$ cat config.mk
export PLATFORM = sky130hd
export DESIGN_NAME = fetch_unit_flat
export DESIGN_NICKNAME = d
export VERILOG_FILES = /design/src/rtl/fetch_unit_pkg.sv /design/src/rtl/fetch_unit_if.sv /design/src/rtl/fetch_unit_pc_reg.sv /design/src/rtl/fetch_unit.sv /design/src/flat_wrapper.sv
export SDC_FILE = /design/constraint.sdc
export NUM_CORES = 1
export LEC_CHECK = 0
export CORE_MARGIN = 1.5
export CORE_UTILIZATION = 41
export CTS_CLUSTER_SIZE = 10
export DETAILED_ROUTE_END_ITERATION = 6
export PLACE_DENSITY = 0.78
export SKIP_CTS_REPAIR_TIMING = 1
export SYNTH_ARGS = -nofsm -noshare
export SYNTH_HDL_FRONTEND = slang
export SYNTH_SLANG_ARGS = --single-unit
$ cat constraint.sdc
create_clock -name clk -period 1.7 [get_ports clk]
set_input_delay 0.34 -clock clk [delete_from_list [all_inputs] [get_ports clk]]
set_output_delay 0.34 -clock clk [all_outputs]
set_load 0.05 [all_outputs]
$ cat src/rtl/fetch_unit_pkg.sv
// Shared types and constants for the fetch unit: data widths, FSM state
// encoding, the timeout NOP value and the opcode field extraction.
package fetch_unit_pkg;

  localparam int ADDR_W          = 19;
  localparam int INSTR_W         = 19;
  localparam int OPC_W           = 5;
  localparam int TIMEOUT_DEFAULT = 15;
  localparam int CNT_W           = 8;

  localparam logic [INSTR_W-1:0] NOP_INSTR_DEFAULT = 19'h00000;

  typedef enum logic [1:0] {
    IDLE = 2'd0,
    REQ  = 2'd1,
    DONE = 2'd2,
    ERR  = 2'd3
  } fetch_state_t;

  // The opcode occupies the top OPC_W bits of the instruction word.
  function automatic logic [OPC_W-1:0] opcode_of(input logic [INSTR_W-1:0] instr);
    return instr[INSTR_W-1 -: OPC_W];
  endfunction

endpackage

$ cat src/rtl/fetch_unit_if.sv
// Bus interfaces around the fetch unit: the control bus from the CU and the
// req/ack read channel to instruction memory.
interface control_bus_if;
  import fetch_unit_pkg::*;

  logic               load_ir;
  logic               load_pc;
  logic               inc_pc;
  logic [ADDR_W-1:0]  pc_in;
  logic [ADDR_W-1:0]  pc;
  logic [INSTR_W-1:0] ir;
  logic [OPC_W-1:0]   opcode;
  logic               busy;
  logic               fetch_done;
  logic               fetch_err;

  modport master (
    output load_ir, load_pc, inc_pc, pc_in,
    input  pc, ir, opcode, busy, fetch_done, fetch_err
  );

  modport slave (
    input  load_ir, load_pc, inc_pc, pc_in,
    output pc, ir, opcode, busy, fetch_done, fetch_err
  );
endinterface

interface imem_bus_if;
  import fetch_unit_pkg::*;

  logic               mem_req;
  logic [ADDR_W-1:0]  mem_addr;
  logic               mem_ack;
  logic [INSTR_W-1:0] mem_rdata;

  modport master (
    output mem_req, mem_addr,
    input  mem_ack, mem_rdata
  );

  modport slave (
    input  mem_req, mem_addr,
    output mem_ack, mem_rdata
  );
endinterface

$ cat src/rtl/fetch_unit_pc_reg.sv
// Program counter: load has priority over increment; increment wraps
// modulo 2^ADDR_W without any flag.
module pc_reg
  import fetch_unit_pkg::*;
(
  input  logic              clk,
  input  logic              rst_n,
  input  logic              load,
  input  logic              inc,
  input  logic [ADDR_W-1:0] d,
  output logic [ADDR_W-1:0] pc
);

  always_ff @(posedge clk or negedge rst_n) begin
    if (!rst_n) begin
      pc <= '0;
    end else if (load) begin
      pc <= d;
    end else if (inc) begin
      pc <= pc + ADDR_W'(1);
    end
  end

endmodule

$ cat src/rtl/fetch_unit.sv
// Fetch unit: executes CU fetch-side commands, owns PC and IR, and masters
// a req/ack instruction memory read with a bounded wait.
module fetch_unit
  import fetch_unit_pkg::*;
#(
  parameter int                 TIMEOUT   = TIMEOUT_DEFAULT,
  parameter logic [INSTR_W-1:0] NOP_INSTR = NOP_INSTR_DEFAULT
) (
  input  logic          clk,
  input  logic          rst_n,
  control_bus_if.slave  cbus,
  imem_bus_if.master    mem
);

  localparam logic [CNT_W-1:0] LAST_CNT = CNT_W'(TIMEOUT - 1);

  fetch_state_t       state;
  logic [CNT_W-1:0]   wait_cnt;
  logic [INSTR_W-1:0] ir_reg;
  logic               mem_req_reg;
  logic [ADDR_W-1:0]  mem_addr_reg;
  logic               fetch_done_reg;
  logic               fetch_err_reg;
  logic [ADDR_W-1:0]  pc_val;
  logic               idle;
  logic               pc_load;
  logic               pc_inc;

  assign idle = (state == IDLE);

  // LOAD_IR outranks both PC commands; everything is ignored while busy.
  assign pc_load = idle && !cbus.load_ir && cbus.load_pc;
  assign pc_inc  = idle && !cbus.load_ir && !cbus.load_pc && cbus.inc_pc;

  pc_reg u_pc_reg (
    .clk   (clk),
    .rst_n (rst_n),
    .load  (pc_load),
    .inc   (pc_inc),
    .d     (cbus.pc_in),
    .pc    (pc_val)
  );

  always_ff @(posedge clk or negedge rst_n) begin
    if (!rst_n) begin
      state          <= IDLE;
      wait_cnt       <= '0;
      ir_reg         <= '0;
      mem_req_reg    <= 1'b0;
      mem_addr_reg   <= '0;
      fetch_done_reg <= 1'b0;
      fetch_err_reg  <= 1'b0;
    end else begin
      fetch_done_reg <= 1'b0;
      fetch_err_reg  <= 1'b0;
      case (state)
        IDLE: begin
          if (cbus.load_ir) begin
            mem_addr_reg <= pc_val;
            mem_req_reg  <= 1'b1;
            wait_cnt     <= '0;
            state        <= REQ;
          end
        end
        REQ: begin
          // An ACK in the expiry cycle still wins over the timeout.
          if (mem.mem_ack) begin
            ir_reg         <= mem.mem_rdata;
            mem_req_reg    <= 1'b0;
            fetch_done_reg <= 1'b1;
            state          <= DONE;
          end else if (wait_cnt == LAST_CNT) begin
            ir_reg        <= NOP_INSTR;
            mem_req_reg   <= 1'b0;
            fetch_err_reg <= 1'b1;
            state         <= ERR;
          end else begin
            wait_cnt <= wait_cnt + CNT_W'(1);
          end
        end
        DONE:    state <= IDLE;
        ERR:     state <= IDLE;
        default: state <= IDLE;
      endcase
    end
  end

  assign cbus.pc         = pc_val;
  assign cbus.ir         = ir_reg;
  assign cbus.opcode     = opcode_of(ir_reg);
  assign cbus.busy       = !idle;
  assign cbus.fetch_done = fetch_done_reg;
  assign cbus.fetch_err  = fetch_err_reg;
  assign mem.mem_req     = mem_req_reg;
  assign mem.mem_addr    = mem_addr_reg;

endmodule

$ cat src/flat_wrapper.sv
// flat-port wrapper written by rule: the top's interface ports become plain ports
module fetch_unit_flat import fetch_unit_pkg::*;
#(
  parameter int                 TIMEOUT   = TIMEOUT_DEFAULT,
  parameter logic [INSTR_W-1:0] NOP_INSTR = NOP_INSTR_DEFAULT
)
  (clk, rst_n, cbus_load_ir, cbus_load_pc, cbus_inc_pc, cbus_pc_in, cbus_pc, cbus_ir, cbus_opcode, cbus_busy, cbus_fetch_done, cbus_fetch_err, mem_mem_req, mem_mem_addr, mem_mem_ack, mem_mem_rdata);
  control_bus_if cbus_i ();
  imem_bus_if mem_i ();
  input  logic clk;
  input  logic rst_n;
  input wire logic [$bits(cbus_i.load_ir)-1:0] cbus_load_ir;
  input wire logic [$bits(cbus_i.load_pc)-1:0] cbus_load_pc;
  input wire logic [$bits(cbus_i.inc_pc)-1:0] cbus_inc_pc;
  input wire logic [$bits(cbus_i.pc_in)-1:0] cbus_pc_in;
  output wire logic [$bits(cbus_i.pc)-1:0] cbus_pc;
  output wire logic [$bits(cbus_i.ir)-1:0] cbus_ir;
  output wire logic [$bits(cbus_i.opcode)-1:0] cbus_opcode;
  output wire logic [$bits(cbus_i.busy)-1:0] cbus_busy;
  output wire logic [$bits(cbus_i.fetch_done)-1:0] cbus_fetch_done;
  output wire logic [$bits(cbus_i.fetch_err)-1:0] cbus_fetch_err;
  output wire logic [$bits(mem_i.mem_req)-1:0] mem_mem_req;
  output wire logic [$bits(mem_i.mem_addr)-1:0] mem_mem_addr;
  input wire logic [$bits(mem_i.mem_ack)-1:0] mem_mem_ack;
  input wire logic [$bits(mem_i.mem_rdata)-1:0] mem_mem_rdata;
  assign cbus_i.load_ir = cbus_load_ir;
  assign cbus_i.load_pc = cbus_load_pc;
  assign cbus_i.inc_pc = cbus_inc_pc;
  assign cbus_i.pc_in = cbus_pc_in;
  assign cbus_pc = cbus_i.pc;
  assign cbus_ir = cbus_i.ir;
  assign cbus_opcode = cbus_i.opcode;
  assign cbus_busy = cbus_i.busy;
  assign cbus_fetch_done = cbus_i.fetch_done;
  assign cbus_fetch_err = cbus_i.fetch_err;
  assign mem_mem_req = mem_i.mem_req;
  assign mem_mem_addr = mem_i.mem_addr;
  assign mem_i.mem_ack = mem_mem_ack;
  assign mem_i.mem_rdata = mem_mem_rdata;
  fetch_unit #(.TIMEOUT(TIMEOUT), .NOP_INSTR(NOP_INSTR)) u_core (.clk(clk), .rst_n(rst_n), .cbus(cbus_i), .mem(mem_i));
endmodule
* Word-level counts from Yosys, hierarchy flattened
Index checks and enable logic that the tools add are counted.
Word-level totals: register bits 70, input bits 44, output and inout port bits 66
Cells by class: $add $sub $neg 2, equal/unequal tests 8, mux-type cells 21, reductions and logical operators 17
Operators by type and width (number):
- $mux 19 | 4
- $mux 8 | 3
- $add 19x1->19 const B | 1
- $pmux 8 s2 | 1
- $add 8x1->8 const B | 1
- $eq 8x4->1 const B | 1
- $mux 1 | 8
- $mux 2 | 3
- $ne 2x2->1 const B | 3
- $pmux 2 s3 | 1
- $reduce_and 2->1 | 3
- $reduce_bool 2->1 | 3
- $eq 2x2->1 const B | 2
- $logic_and 1x1->1 | 4
- $reduce_and 4->1 | 1
- $logic_not 1->1 | 3
- $ne 3x2->1 const B | 1
- $reduce_and 3->1 | 1
- $eq 2x1->1 const B | 1
- $logic_not 2->1 | 1
- $pmux 1 s2 | 1
- $reduce_or 2->1 | 1

* Logic depth before layout (Yosys ltp)
depth in word-level cells 6, mapped depth 7, depth with buffers taken out 6

* Hierarchy
A second synthesis with hierarchy kept.
Unflattened totals: cell total of the unflattened synthesis 274, area total of the unflattened synthesis 3218.1 um^2
By module, submodules not included:
- fetch_unit | times used 1, cells an instance 157, area each 2129.5 um^2, seq. area each 1276.2 um^2
- pc_reg | times used 1, cells an instance 117, area each 1088.5 um^2, seq. area each 475.5 um^2

* Worst setup path after synthesis
No wires, ideal clock.
path kind reg-to-reg, from register u_core.u_pc_reg.pc[0], to register u_core.u_pc_reg.pc[16], setup time 137 ps, data arrival time 1977 ps, required time 1563 ps, slack -414 ps, cell stages (with the launch flop) 7, clock period less this slack 2114 ps, cells stage by stage dfrtp_1 > ha_1 > and4_1 > clkbuf_1 > nand4_1 > o311ai_0 > nand3_1
Between the ends: longest elaborated chain between the ends 3
Ends and longest elaborated chain:
- start: declaration | line fetch_unit_pc_reg.sv:11 | output logic [ADDR_W-1:0] pc
- start signal: assignment | line fetch_unit_pc_reg.sv:20 | pc <= pc + ADDR_W'(1);
- $add 19x1->19 | line fetch_unit_pc_reg.sv:20
- $mux 19 | line fetch_unit_pc_reg.sv:19 | end else if (inc) begin
- $mux 19 | line fetch_unit_pc_reg.sv:17 | end else if (load) begin
Every way passes these cells. The select of a mux whose other input is x is not followed. A chain may end at the register's enable or synchronous reset.

* Final worst setup path
from register u_core.state[0], to register u_core.u_pc_reg.pc[14]
Between the ends: longest elaborated chain between the ends 5
Ends and longest elaborated chain:
- start: declaration | line fetch_unit.sv:17 | fetch_state_t state;
- start signal: assignment | line fetch_unit.sv:46 | state <= IDLE;
- start signal: assignment | line fetch_unit.sv:62 | state <= REQ;
- start signal: assignment | line fetch_unit.sv:71 | state <= DONE;
- $logic_not 2->1 * | line fetch_unit.sv:29 | assign idle = (state == IDLE);
- $logic_and 1x1->1 * | line fetch_unit.sv:32, fetch_unit.sv:33
- $logic_and 1x1->1 (2 in series) | line fetch_unit.sv:33 | assign pc_inc = idle && !cbus.load_ir && !cbus.load_pc && cbus.inc_pc;
- $reduce_bool 2->1 (no line)
Every way passes the cells marked *; elsewhere a longest branch is shown, timed or not.

==> impl_results.md <==
- Status: finished with violations
- Failing checks: hold timing
- Endpoints failing hold: 2
- Commonest cells after routing, fill and taps aside: buf_4 (103), nand2_1 (70), dfrtp_1 (58)
- Initial antenna violation count: 0
- DR WL/cell: 15.9 µm
- Clock Power Share: 14.9%
- Leakage power: 2.39 nW
- CP endpoint kind: register
- Final core utilization: 65.2%
- Largest net degree at the start of global routing: 71
- Num ports: 110
- Vias after detailed routing: 3216
- CTS tree: built
- Die Ht: 92.7 µm
- CP Launch Type: register
- Congestion Overflow GR: 0
- Clock skew: 7.54 ps
- Seq/Total Area, Yosys: 53.2%
- Clock Latency Late Sink: 350 ps
- Die width: 92.7 µm
- Die area: 8580 µm²
- Starting Density: 42.4%
- I/O Buffers: 109
- Sw frac: 49.1%
- Remaining DRCs: 0
- Hpwl dp: 6.74 mm
- Final Cycle Share: 95.9%
- Commonest non-fill, non-tap cell in the layout: buf_4
- Routed Antenna Nets: 0
- Filler Cells Inserted: 629
- Share of layout cells above drive strength 1: 32.5%
- Reg clk slew, reported paths: 80 ps
- Hold Slack: -7.02 ps
- Inst Count DP: 572
- Global placer's final weighted congestion: 0.947
- Inserted Diodes: 0
- Async set-reset flop share out of synthesis: 100%
- Routed vias/inst: 5.44
- Final Critical Period: 1630 ps
- Internal power: 0.00528 W
- DR pass1 iterations: 4
- Slew @ Worst Pin: 379 ps
- Worst VDD drop: 0.904 mV
- Synthesized flop and latch total: 70
- CORE AREA: 7770 µm²
- Syn. warnings: 0
- Max-slew headroom: 74.7%
- Worst Hold Class: in2async
- Total power: 0.0104 W
- Setup TNS: 0 ps
- Syn nets: 389
- Max-cap viol count: 0
- Cells after Synth: 342
- Cell variety after synth: 46
- Flop pwr share: 28.2%
- Slew Viols, Final: 0
- Number of global-route vias before repair: 3084
- Number of enable flip-flop cells after synthesis: 0
- CTS root buffer: clkbuf_8
- Synth-to-layout area growth: 53.6%
- Final std cells w/o fill: 591
- CTS sink cnt: 70
- TritonCTS Buffers: 9
- PD cells: 2050 nW/µm²
- Switching power total: 0.00509 W
- Mean post-synth cell area: 9.64 µm²
- Rows: 32
- Final wirelength: 9.38 mm
- H-tree depth: 3
- 1st-iter DRT viols: 213
- Ys flop type: dfrtp_1
- First-pass GRT wire length: 15.1 mm
- Req. time, crit path: 1910 ps
- Nets: 531
- Clk buf depth: 2
- Max Freq: 0.613 GHz
- Crit path kind: reg2reg
- Combinational power share: 56.9%
- Crit-path max FO: 17
- Post-Synthesis Cell Area: 3300 µm²
- Crit path arrival time: 1840 ps
- Final setup violation count: 0
- Total track usage: 22.5%
==> cell usage after synthesis, drive strengths merged (3+ instances only) <==
cell type	count	share of area (%)
and3	6	1.1
a21oi	15	2.3
xor2	3	0.80
or3	6	1.1
nand2	70	8.0
nor4	6	1.3
a22o	19	5.0
clkbuf	19	2.2
nand4	13	2.5
ha	3	1.1
a32oi	3	0.80
and4	4	1.1
dfrtp	70	53
o21ai	18	2.7
a31o	4	1.1
mux2i	5	1.5
inv	9	1.0
and2	5	0.95
o22ai	4	0.76
nor3	3	0.46
nand3	12	1.8
nor2	11	1.3
buf	11	2.1
==> layer usage <==
metal  up-vias  share of wire [%]  wire [µm]  GRT usage [%]
met4         0               0.85         80           7.32
met5         -                  0          0              0
li1       1515                  -          -              -
met2       153                 47       4450           35.0
met1      1540                 43       4050           30.5
met3         8                8.5        798           5.91
==> kinds of logic after synthesis <==
family                     after synthesis  synth area share (%)
AOI/OAI and AO/OA                       78                  16.6
xor gates and xnor gates                 3                 0.797
adders and majority gates                3                  1.14
buffers and inverters                   39                  5.28
DFF                                     70                  53.2
muxes                                    5                  1.52
and+or+nand+nor                        144                  21.5
==> power groups by stage <==
stage               registers (W)  logic [W]  clock network, W
finish                    0.00292    0.00590           0.00154
global route              0.00300    0.00619           0.00165
CTS                       0.00291    0.00588           0.00157
detailed placement        0.00295    0.00585                 0
global placement          0.00291    0.00578                 0
floorplan                 0.00509    0.00140                 0
==> per-stage QoR <==
stage	worst slack, ps	cell area, µm²
6_report	69.7	5060
3_3_place_gp	-225	4780
2_1_floorplan	-84.3	3320
5_1_grt	-1.77	5060
4_1_cts	-28.7	5010
3_5_place_dp	-260	4780
==> layout make-up <==
cell class	instances	area [µm²]	share of cell area, %
flip-flops and latches	70	1770	34.9
repair buffers	161	1490	29.4
multi-input cells	233	1420	28.0
well taps	102	128	2.52
clock buffers	9	124	2.45
clock inverters	7	104	2.05
inverters	9	33.8	0.667
==> final timing paths <==
path / depth (start not counted) / end / startpoint / slack (ps)
min in group clk: 2 / u_core.mem.mem_addr[6] / u_core.mem.mem_addr[6] / 480
max in group asynchronous: 2 / u_core.u_pc_reg.pc[11] / rst_n / 1380
setup reg to reg: 4 / u_core.u_pc_reg.pc[14] / u_core.state[0] / 70
hold reg to reg: 2 / u_core.mem.mem_addr[6] / u_core.mem.mem_addr[6] / 480
hold / removal: 2 / u_core.cbus.fetch_err / rst_n / -7
setup / recovery: 4 / u_core.u_pc_reg.pc[14] / u_core.state[0] / 70
==> critical path, stage by stage, from the launching register on <==
cell,delay [ps]
dfrtp_1,420
or3_4,400
buf_6,170
nor4_1,340
a311oi_1,160
No activity file was read; power rests on OpenSTA's default activity.
